`src/rtl/div_seq.sv`:
```
// Multi-cycle radix-2 restoring divider for the HI/LO datapath (DIV/DIVU).
// One quotient bit per enabled clock, sign fix-up in a final cycle, early finish on divide-by-zero.
module div_seq #(
   parameter  int WIDTH = 32,
   localparam int CNT_W = $clog2(WIDTH + 1)
) (
   input  logic             clk,
   input  logic             rst,
   input  logic             clk_en,
   input  logic             module_en,
   input  logic             start_div,
   input  logic             abort,
   input  logic             is_signed,
   input  logic [WIDTH-1:0] dividend,
   input  logic [WIDTH-1:0] divisor,
   output logic             ready,
   output logic             done,
   output logic [WIDTH-1:0] quotient,
   output logic [WIDTH-1:0] remainder,
   output logic             div_by_zero
);

   typedef enum logic [1:0] {IDLE, CALC, FIX} state_t;

   state_t           state;
   state_t           next_state;
   logic             accept;
   logic             finish_op;
   logic [CNT_W-1:0] count;
   logic [WIDTH-1:0] dividend_shift;
   logic [WIDTH-1:0] partial_rem;
   logic [WIDTH-1:0] divisor_reg;
   logic             q_neg;
   logic             r_neg;
   logic             zero_flag;
   logic [WIDTH-1:0] dividend_mag;
   logic [WIDTH-1:0] divisor_mag;
   logic [WIDTH:0]   shifted;
   logic [WIDTH-1:0] diff;
   logic             trial_ok;
   logic [WIDTH-1:0] q_fix;
   logic [WIDTH-1:0] r_fix;

   assign accept = (state == IDLE) & start_div & module_en & clk_en & ~abort;

   always_ff @(posedge clk) begin
      if (rst) begin
         state <= IDLE;
      end else if (clk_en) begin
         state <= next_state;
      end
   end

   always_comb begin
      next_state = state;
      case (state)
         IDLE: begin
            if (accept) begin
               next_state = (divisor == '0) ? FIX : CALC;
            end
         end
         CALC: begin
            if (abort) begin
               next_state = IDLE;
            end else if (count == CNT_W'(1)) begin
               next_state = FIX;
            end
         end
         FIX:     next_state = IDLE;
         default: next_state = IDLE;
      endcase
   end

   always_comb begin
      ready     = (state == IDLE);
      finish_op = (state == FIX) & ~abort;
   end

   // Operand magnitudes; the most negative value maps onto itself, which the unsigned core handles
   always_comb begin
      dividend_mag = (is_signed & dividend[WIDTH-1]) ? (WIDTH'(0) - dividend) : dividend;
      divisor_mag  = (is_signed & divisor[WIDTH-1])  ? (WIDTH'(0) - divisor)  : divisor;
   end

   // When the trial subtraction fits, the result is below the divisor, so WIDTH bits suffice
   always_comb begin
      shifted  = {partial_rem, dividend_shift[WIDTH-1]};
      trial_ok = (shifted >= {1'b0, divisor_reg});
      diff     = shifted[WIDTH-1:0] - divisor_reg;
   end

   always_comb begin
      if (zero_flag) begin
         q_fix = '1;
         r_fix = dividend_shift;
      end else begin
         q_fix = q_neg ? (WIDTH'(0) - dividend_shift) : dividend_shift;
         r_fix = r_neg ? (WIDTH'(0) - partial_rem)    : partial_rem;
      end
   end

   // Quotient bits enter at the bottom of dividend_shift as dividend bits leave the top
   always_ff @(posedge clk) begin
      if (rst) begin
         count          <= '0;
         dividend_shift <= '0;
         partial_rem    <= '0;
         divisor_reg    <= '0;
         q_neg          <= 1'b0;
         r_neg          <= 1'b0;
         zero_flag      <= 1'b0;
      end else if (clk_en) begin
         if (accept) begin
            count       <= CNT_W'(WIDTH);
            partial_rem <= '0;
            divisor_reg <= divisor_mag;
            q_neg       <= is_signed & (dividend[WIDTH-1] ^ divisor[WIDTH-1]);
            r_neg       <= is_signed & dividend[WIDTH-1];
            zero_flag   <= (divisor == '0);
            dividend_shift <= (divisor == '0) ? dividend : dividend_mag;
         end else if (state == CALC) begin
            count          <= count - CNT_W'(1);
            dividend_shift <= {dividend_shift[WIDTH-2:0], trial_ok};
            partial_rem    <= trial_ok ? diff : shifted[WIDTH-1:0];
         end
      end
   end

   always_ff @(posedge clk) begin
      if (rst) begin
         done        <= 1'b0;
         quotient    <= '0;
         remainder   <= '0;
         div_by_zero <= 1'b0;
      end else if (clk_en) begin
         done <= finish_op;
         if (finish_op) begin
            quotient    <= q_fix;
            remainder   <= r_fix;
            div_by_zero <= zero_flag;
         end
      end
   end

endmodule

```
`config.mk`:
```
export PLATFORM = sky130hd
export DESIGN_NAME = div_seq
export DESIGN_NICKNAME = d
export VERILOG_FILES = /design/src/rtl/div_seq.sv
export SDC_FILE = /design/constraint.sdc
export NUM_CORES = 1
export LEC_CHECK = 0
export CORE_MARGIN = 2
export CORE_UTILIZATION = 60
export DETAILED_ROUTE_END_ITERATION = 8
export DONT_BUFFER_PORTS = 1
export PLACE_DENSITY = 0.76
export SLEW_MARGIN = 20
export SYNTH_ARGS = -nofsm -noshare
export SYNTH_HDL_FRONTEND = slang
export SYNTH_SLANG_ARGS = --single-unit
```
`constraint.sdc`:
```
create_clock -name clk -period 3.7 [get_ports clk]
set_input_delay 0.555 -clock clk [delete_from_list [all_inputs] [get_ports clk]]
set_output_delay 0.555 -clock clk [all_outputs]
set_load 0.01 [all_outputs]
```
==> results.toml, run 1 <==
[floorplan]
dieArea_um2 = 19500
rows = 49
io_pins = 138
die_x_um = 140
coreArea_um2 = 18000
initial_core_util_pct = 61.2
fp.dieH_um = 140

[global_routing]
first_global_vias = 9568
antenna_found_initial = 0
grt_pass1_wl_um = 49200
grt_max_degree = 142
gr-usage-all-layers_pct = 31.2
overflow = 0

[sta]
period_share_pct = 88.6
finClkSkew_ps = 11.7
worst_pin_slew_ps = 1060
tns_ps = 0
hold_viol = 0
drv_slew = 0
holdWs_ps = 178
period_minus_slack_ps = 3280
setup_violations = 0
max_freq_mhz = 305
rsz0062_at_grt = "false"
maxSlewHeadroom_pct = 29.2

[critical_path]
r2r_start = "divisor_reg[12]$_SDFFE_PP0P_"
r2r-end = "partial_rem[8]$_SDFFE_PP0P_"
critical_path.max_fanout = 42
worstSetupStartpointType = "flip-flop"
rr_worst_depth = 12
r2r_slack_ps = 420
crit_required_ps = 4010
crit_path_end_kind = "flip-flop"
crit_type = "flip-flop to flip-flop"
arrival_ps = 3590

[final_layout]
antennaDiodeCount = 0
synthToLayoutAreaGrowth_pct = 7.32
fin_nets = 1519
drive_gt1_share_pct = 6.26

[pwr]
p_per_area_nw_per_um2 = 425
p_leak_nw = 4.40
comb_power_share_pct = 25.3
seqPwrFrac_pct = 39.0
internal_power_w = 0.00337
p_clk_share_pct = 35.7
ir_worst_vdd_uv = 363
sw_frac_of_total_pct = 32.9
power.switching_w = 0.00165

[synthesis]
synth_edf_count = 0
synth_area_um2 = 11000
synth_seq_cells = 173
yosys_warnings = 0
ys_types = 67
synthCells = 1450
synthArstFlopShare_pct = 0
synth_seq_area_share_pct = 31.4
synth-main-ff-cell = "dfxtp_1"
postSynthAreaPerCell_um2 = 7.60
syn_nets = 1560

[status]
outcome = "finished, final reports clean"

[clock_network]
clk_pin_slew_ps = 80
ctsRootBufferMaster = "clkbuf_16"
cts_tree = "built"
cts_buffers = 17
clockBufferDepth = 2
h-tree-depth = 4
post_cts_buffers = 0
insertion_delay_ps = 440
cts_sinks = 173
ctsResizeCount = 0
cts-hold-fix-buffers = 0

[route]
drc = 0
drt_iter0_markers = 849
drt_pre_antenna_iters = 6
postRouteAntennaNets = 0
routed_via_density = 6.27
wl_um = 30500
num_vias = 10400
wl_per_cell_um = 18.5

[placement]
place.gp.congestion = 0.965
portBuffers = 0
dp_hpwl_um = 22500

[hold_path]
min_path_type = "primary input to flip-flop"
holdPathStages = 1
min-delay-start = "rst"
whs_endpoint = "remainder[5]$_SDFFE_PP0P_"

[job]
drv_cap = 0
critical path, stage by stage, from the launching register on:
cell and delay [ps]:
dfxtp_1 330, inv_1 60, ha_1 410, a21oi_1 140, and2_1 180, o21a_1 200, or4b_1 500, a21oi_1 200
nor2_1 160, o311ai_4 340, buf_12 300, mux2i_1 220, o21ai_0 90
how the worst max path moves through the flow:
| stage | start | end | slack, ps | cells after the start |
|---|---|---|---|---|
| after floorplan | divisor[0] | dividend_shift[29]$_SDFFE_PP0P_ | 350 | 13 |
| after global placement | dividend[4] | dividend_shift[28]$_SDFFE_PP0P_ | 270 | 9 |
| after detailed placement | dividend[4] | dividend_shift[28]$_SDFFE_PP0P_ | 190 | 9 |
| after CTS | divisor_reg[12]$_SDFFE_PP0P_ | partial_rem[30]$_SDFFE_PP0P_ | 450 | 12 |
| after global routing | dividend_shift[31]$_SDFFE_PP0P_ | partial_rem[30]$_SDFFE_PP0P_ | 140 | 13 |
| final | divisor_reg[12]$_SDFFE_PP0P_ | partial_rem[8]$_SDFFE_PP0P_ | 420 | 12 |
kinds of logic (layout without fill, tap and decap cells):
group,after synthesis,in the layout,share of synthesized area (%)
and+or+nand+nor,480,480,20.1
muxes,30,30,2.73
adders and majority gates,39,39,4.49
AOI/OAI and AO/OA,422,422,24.0
xor gates and xnor gates,148,148,11.8
DFF,173,173,31.4
buffers and inverters,158,130,5.49
metal layers:
metal | track usage, % | routed length [um]
met5 | 0 | 0
met3 | 6.54 | 2490
met4 | 10.4 | 760
met2 | 47.1 | 13400
met1 | 44.6 | 13800
Yosys cell counts (5+ instances only):
master	instances	area (um^2)
o2bb2a_1	5	50.1
nand3_1	26	130
a211oi_1	29	218
nor3_1	39	195
nor2_1	115	432
xnor2_1	84	736
dfxtp_1	173	3460
nand2_1	208	781
ha_1	38	475
nor4_1	13	81.3
o21bai_1	6	45.0
a21oi_1	117	586
buf_2	7	35.0
or4_1	19	143
nand2b_1	8	50.1
a22oi_1	29	218
buf_1	7	26.3
or3_1	10	62.6
a21o_1	7	52.6
nor2b_1	5	31.3
inv_1	62	233
o21a_1	7	52.6
xor2_1	64	561
clkbuf_1	81	304
o21ai_0	106	531
nand4_1	5	31.3
o41ai_1	15	131
mux2i_1	29	290
o31ai_1	29	218
o311ai_0	6	52.6
and3_1	6	37.5
o22ai_1	36	225
metrics by stage:
stage               instances  worst slack [ps]  total power (W)  area (um^2)  utilization (%)
floorplan                1450               352          0.00300        11000                -
global placement         1619               265          0.00323        11200             62.4
detailed placement       1619               194          0.00325        11200             62.4
CTS                      1651               448          0.00503        11800             65.6
global route             1651               144          0.00525        11800             65.6
finish                   1651               423          0.00502        11800             65.6
area by class of cell:
| class | instances | area, um^2 |
|---|---|---|
| Clock inverter | 15 | 168 |
| Timing Repair Buffer | 36 | 283 |
| Tap cell | 229 | 287 |
| Multi-Input combinational cell | 1119 | 6970 |
| Fill cell | 1637 | 6190 |
| Clock buffer | 17 | 425 |
| Sequential cell | 173 | 3460 |
| Inverter | 62 | 233 |
power groups by stage:
stage / registers (W) / clock network [W] / logic [W]
global route: 0.00197 / 0.00189 / 0.00140
global placement: 0.00200 / 0 / 0.00123
floorplan: 0.00198 / 0 / 0.00101
detailed placement: 0.00200 / 0 / 0.00125
finish: 0.00196 / 0.00179 / 0.00127
CTS: 0.00196 / 0.00181 / 0.00125
cell usage in the layout, fill, tap and decap left out, types with 36 or more instances in the layout:
cell,count
a21oi_1,117
dfxtp_1,172
ha_1,38
inv_1,62
nand2_1,208
nor2_1,115
nor3_1,39
o21ai_0,106
o22ai_1,36
xnor2_1,84
xor2_1,64
No activity file was read; power rests on OpenSTA's default activity.
==> run 2, diff against run 1 <==
- CORE_MARGIN: 2 -> 1
==> results.toml, run 2 (synthesis results as in run 1) <==
[status]
outcome = "finished, final reports clean"

[sta]
setup_violations = 0
period_minus_slack_ps = 3400
hold_viol = 0
max_freq_mhz = 294
tns_ps = 0
maxSlewHeadroom_pct = 33.5
rsz0062_at_grt = "false"
finClkSkew_ps = 11.2
period_share_pct = 91.9
drv_slew = 0
worst_pin_slew_ps = 994

[critical_path]
r2r_start = "divisor_reg[13]$_SDFFE_PP0P_"
crit_start = "divisor_reg[13]$_SDFFE_PP0P_"
rr_worst_depth = 11
critical_path.max_fanout = 16
worstSetupEndpoint = "partial_rem[17]$_SDFFE_PP0P_"
critPathMaxStageDelay_ps = 500
crit_chain = "inv_1 > ha_1 > nand4_1 > o21a_1 > or4b_1 > a21oi_1 > nor2_1 > o311ai_4 > buf_4 > mux2i_1 > o21ai_0"
cp_top_family = "compound AO/OA/AOI/OAI gates"
r2r-end = "partial_rem[17]$_SDFFE_PP0P_"
r2r_slack_ps = 300
crit_type = "flip-flop to flip-flop"
arrival_ps = 3720
cp_slowest_cell = "or4b_1"
cp.depth = 11
worstSetupStartpointType = "flip-flop"
critPathBufInv = 2
crit_required_ps = 4020
crit_path_end_kind = "flip-flop"

[route]
wl_per_cell_um = 18.2
drt_iter0_markers = 935
postRouteAntennaNets = 0
drc = 0
drt_pre_antenna_iters = 5
routed_via_density = 6.23
wl_um = 30200
num_vias = 10300

[clock_network]
cts-hold-fix-buffers = 0
cts_sinks = 173
clk_pin_slew_ps = 70
ctsRootBufferMaster = "clkbuf_16"
clockBufferDepth = 2
insertion_delay_ps = 440
cts_tree = "built"
h-tree-depth = 4
post_cts_buffers = 0
cts_buffers = 17
ctsResizeCount = 0

[placement]
dp.cells = 1624
dp_hpwl_um = 22200
portBuffers = 0
place.gp.congestion = 0.898
dpl-instance-area_um2 = 11300

[floorplan]
dieArea_um2 = 18900
io_pins = 138
fp.dieH_um = 138
coreArea_um2 = 18000
rows = 49
die_x_um = 138
initial_core_util_pct = 61.4

[final_layout]
fin_nets = 1524
stdcell_area_um2 = 11900
fin_cells = 1655
synthToLayoutAreaGrowth_pct = 7.78
drive_gt1_share_pct = 6.45
layout_common_cells = "208 x nand2_1, 172 x dfxtp_1, 117 x a21oi_1"
fillers = 1630
final_common_cell = "nand2_1"
antennaDiodeCount = 0

[global_routing]
first_global_vias = 9166
overflow = 0
grt_max_degree = 142
antenna_found_initial = 0
gr-usage-all-layers_pct = 31.9
grt_pass1_wl_um = 46600

[pwr]
p_leak_nw = 4.44
power.switching_w = 0.00159
p_per_area_nw_per_um2 = 433
ir_worst_vdd_uv = 394
internal_power_w = 0.00356
comb_power_share_pct = 25.1
seqPwrFrac_pct = 38.1
p_clk_share_pct = 36.8
sw_frac_of_total_pct = 30.9

[job]
drv_cap = 0

[hold_path]
min_path_type = "primary input to flip-flop"
==> run 2: worst min-delay path by stage <==
stage,startpoint,to,slack [ps],depth (start not counted)
6_report,rst,zero_flag$_SDFFE_PP0P_,170,1
5_1_grt,rst,state[1]$_SDFFE_PP0P_,160,1
4_1_cts,rst,dividend_shift[8]$_SDFFE_PP0P_,170,1
3_5_place_dp,divisor_reg[23]$_SDFFE_PP0P_,divisor_reg[23]$_SDFFE_PP0P_,450,2
3_3_place_gp,divisor_reg[21]$_SDFFE_PP0P_,divisor_reg[21]$_SDFFE_PP0P_,440,2
2_1_floorplan,divisor_reg[21]$_SDFFE_PP0P_,divisor_reg[21]$_SDFFE_PP0P_,430,2
==> run 2: area by class of cell <==
type                    instances  area [um^2]  area share (%)
clock buffers                  18          429            3.61
clock inverters                13          176            1.48
inverters                      62          233            1.96
multi-input cells            1119         6970            58.7
flip-flops and latches        173         3460            29.2
well taps                     229          287            2.41
repair buffers                 41          320            2.70
==> run 2: power groups by stage <==
stage                     clock network, W  registers [W]  logic, W
final                              0.00189        0.00196   0.00129
after global routing               0.00199        0.00197   0.00141
after CTS                          0.00191        0.00196   0.00128
after detailed placement                 0        0.00200   0.00127
after global placement                   0        0.00200   0.00125
after floorplan                          0        0.00198   0.00101
==> run 2: routing by layer <==
metal	wire (um)	vias to the layer above	part of all wire, %	global-route usage, %
met5	0	-	0	0
met3	2740	47	9.1	8.65
li1	-	5075	-	-
met2	13100	396	43	47.3
met4	652	0	2.2	10.0
met1	13700	4788	46	44.6
==> run 2: through the flow <==
stage,utilization (%),worst slack [ps],hold WS (ps),total power [W]
floorplan,-,352,425,0.00300
global placement,62.8,249,437,0.00325
detailed placement,62.8,219,447,0.00327
CTS,66.1,340,167,0.00514
global route,66.2,69.4,165,0.00536
finish,66.2,299,175,0.00515
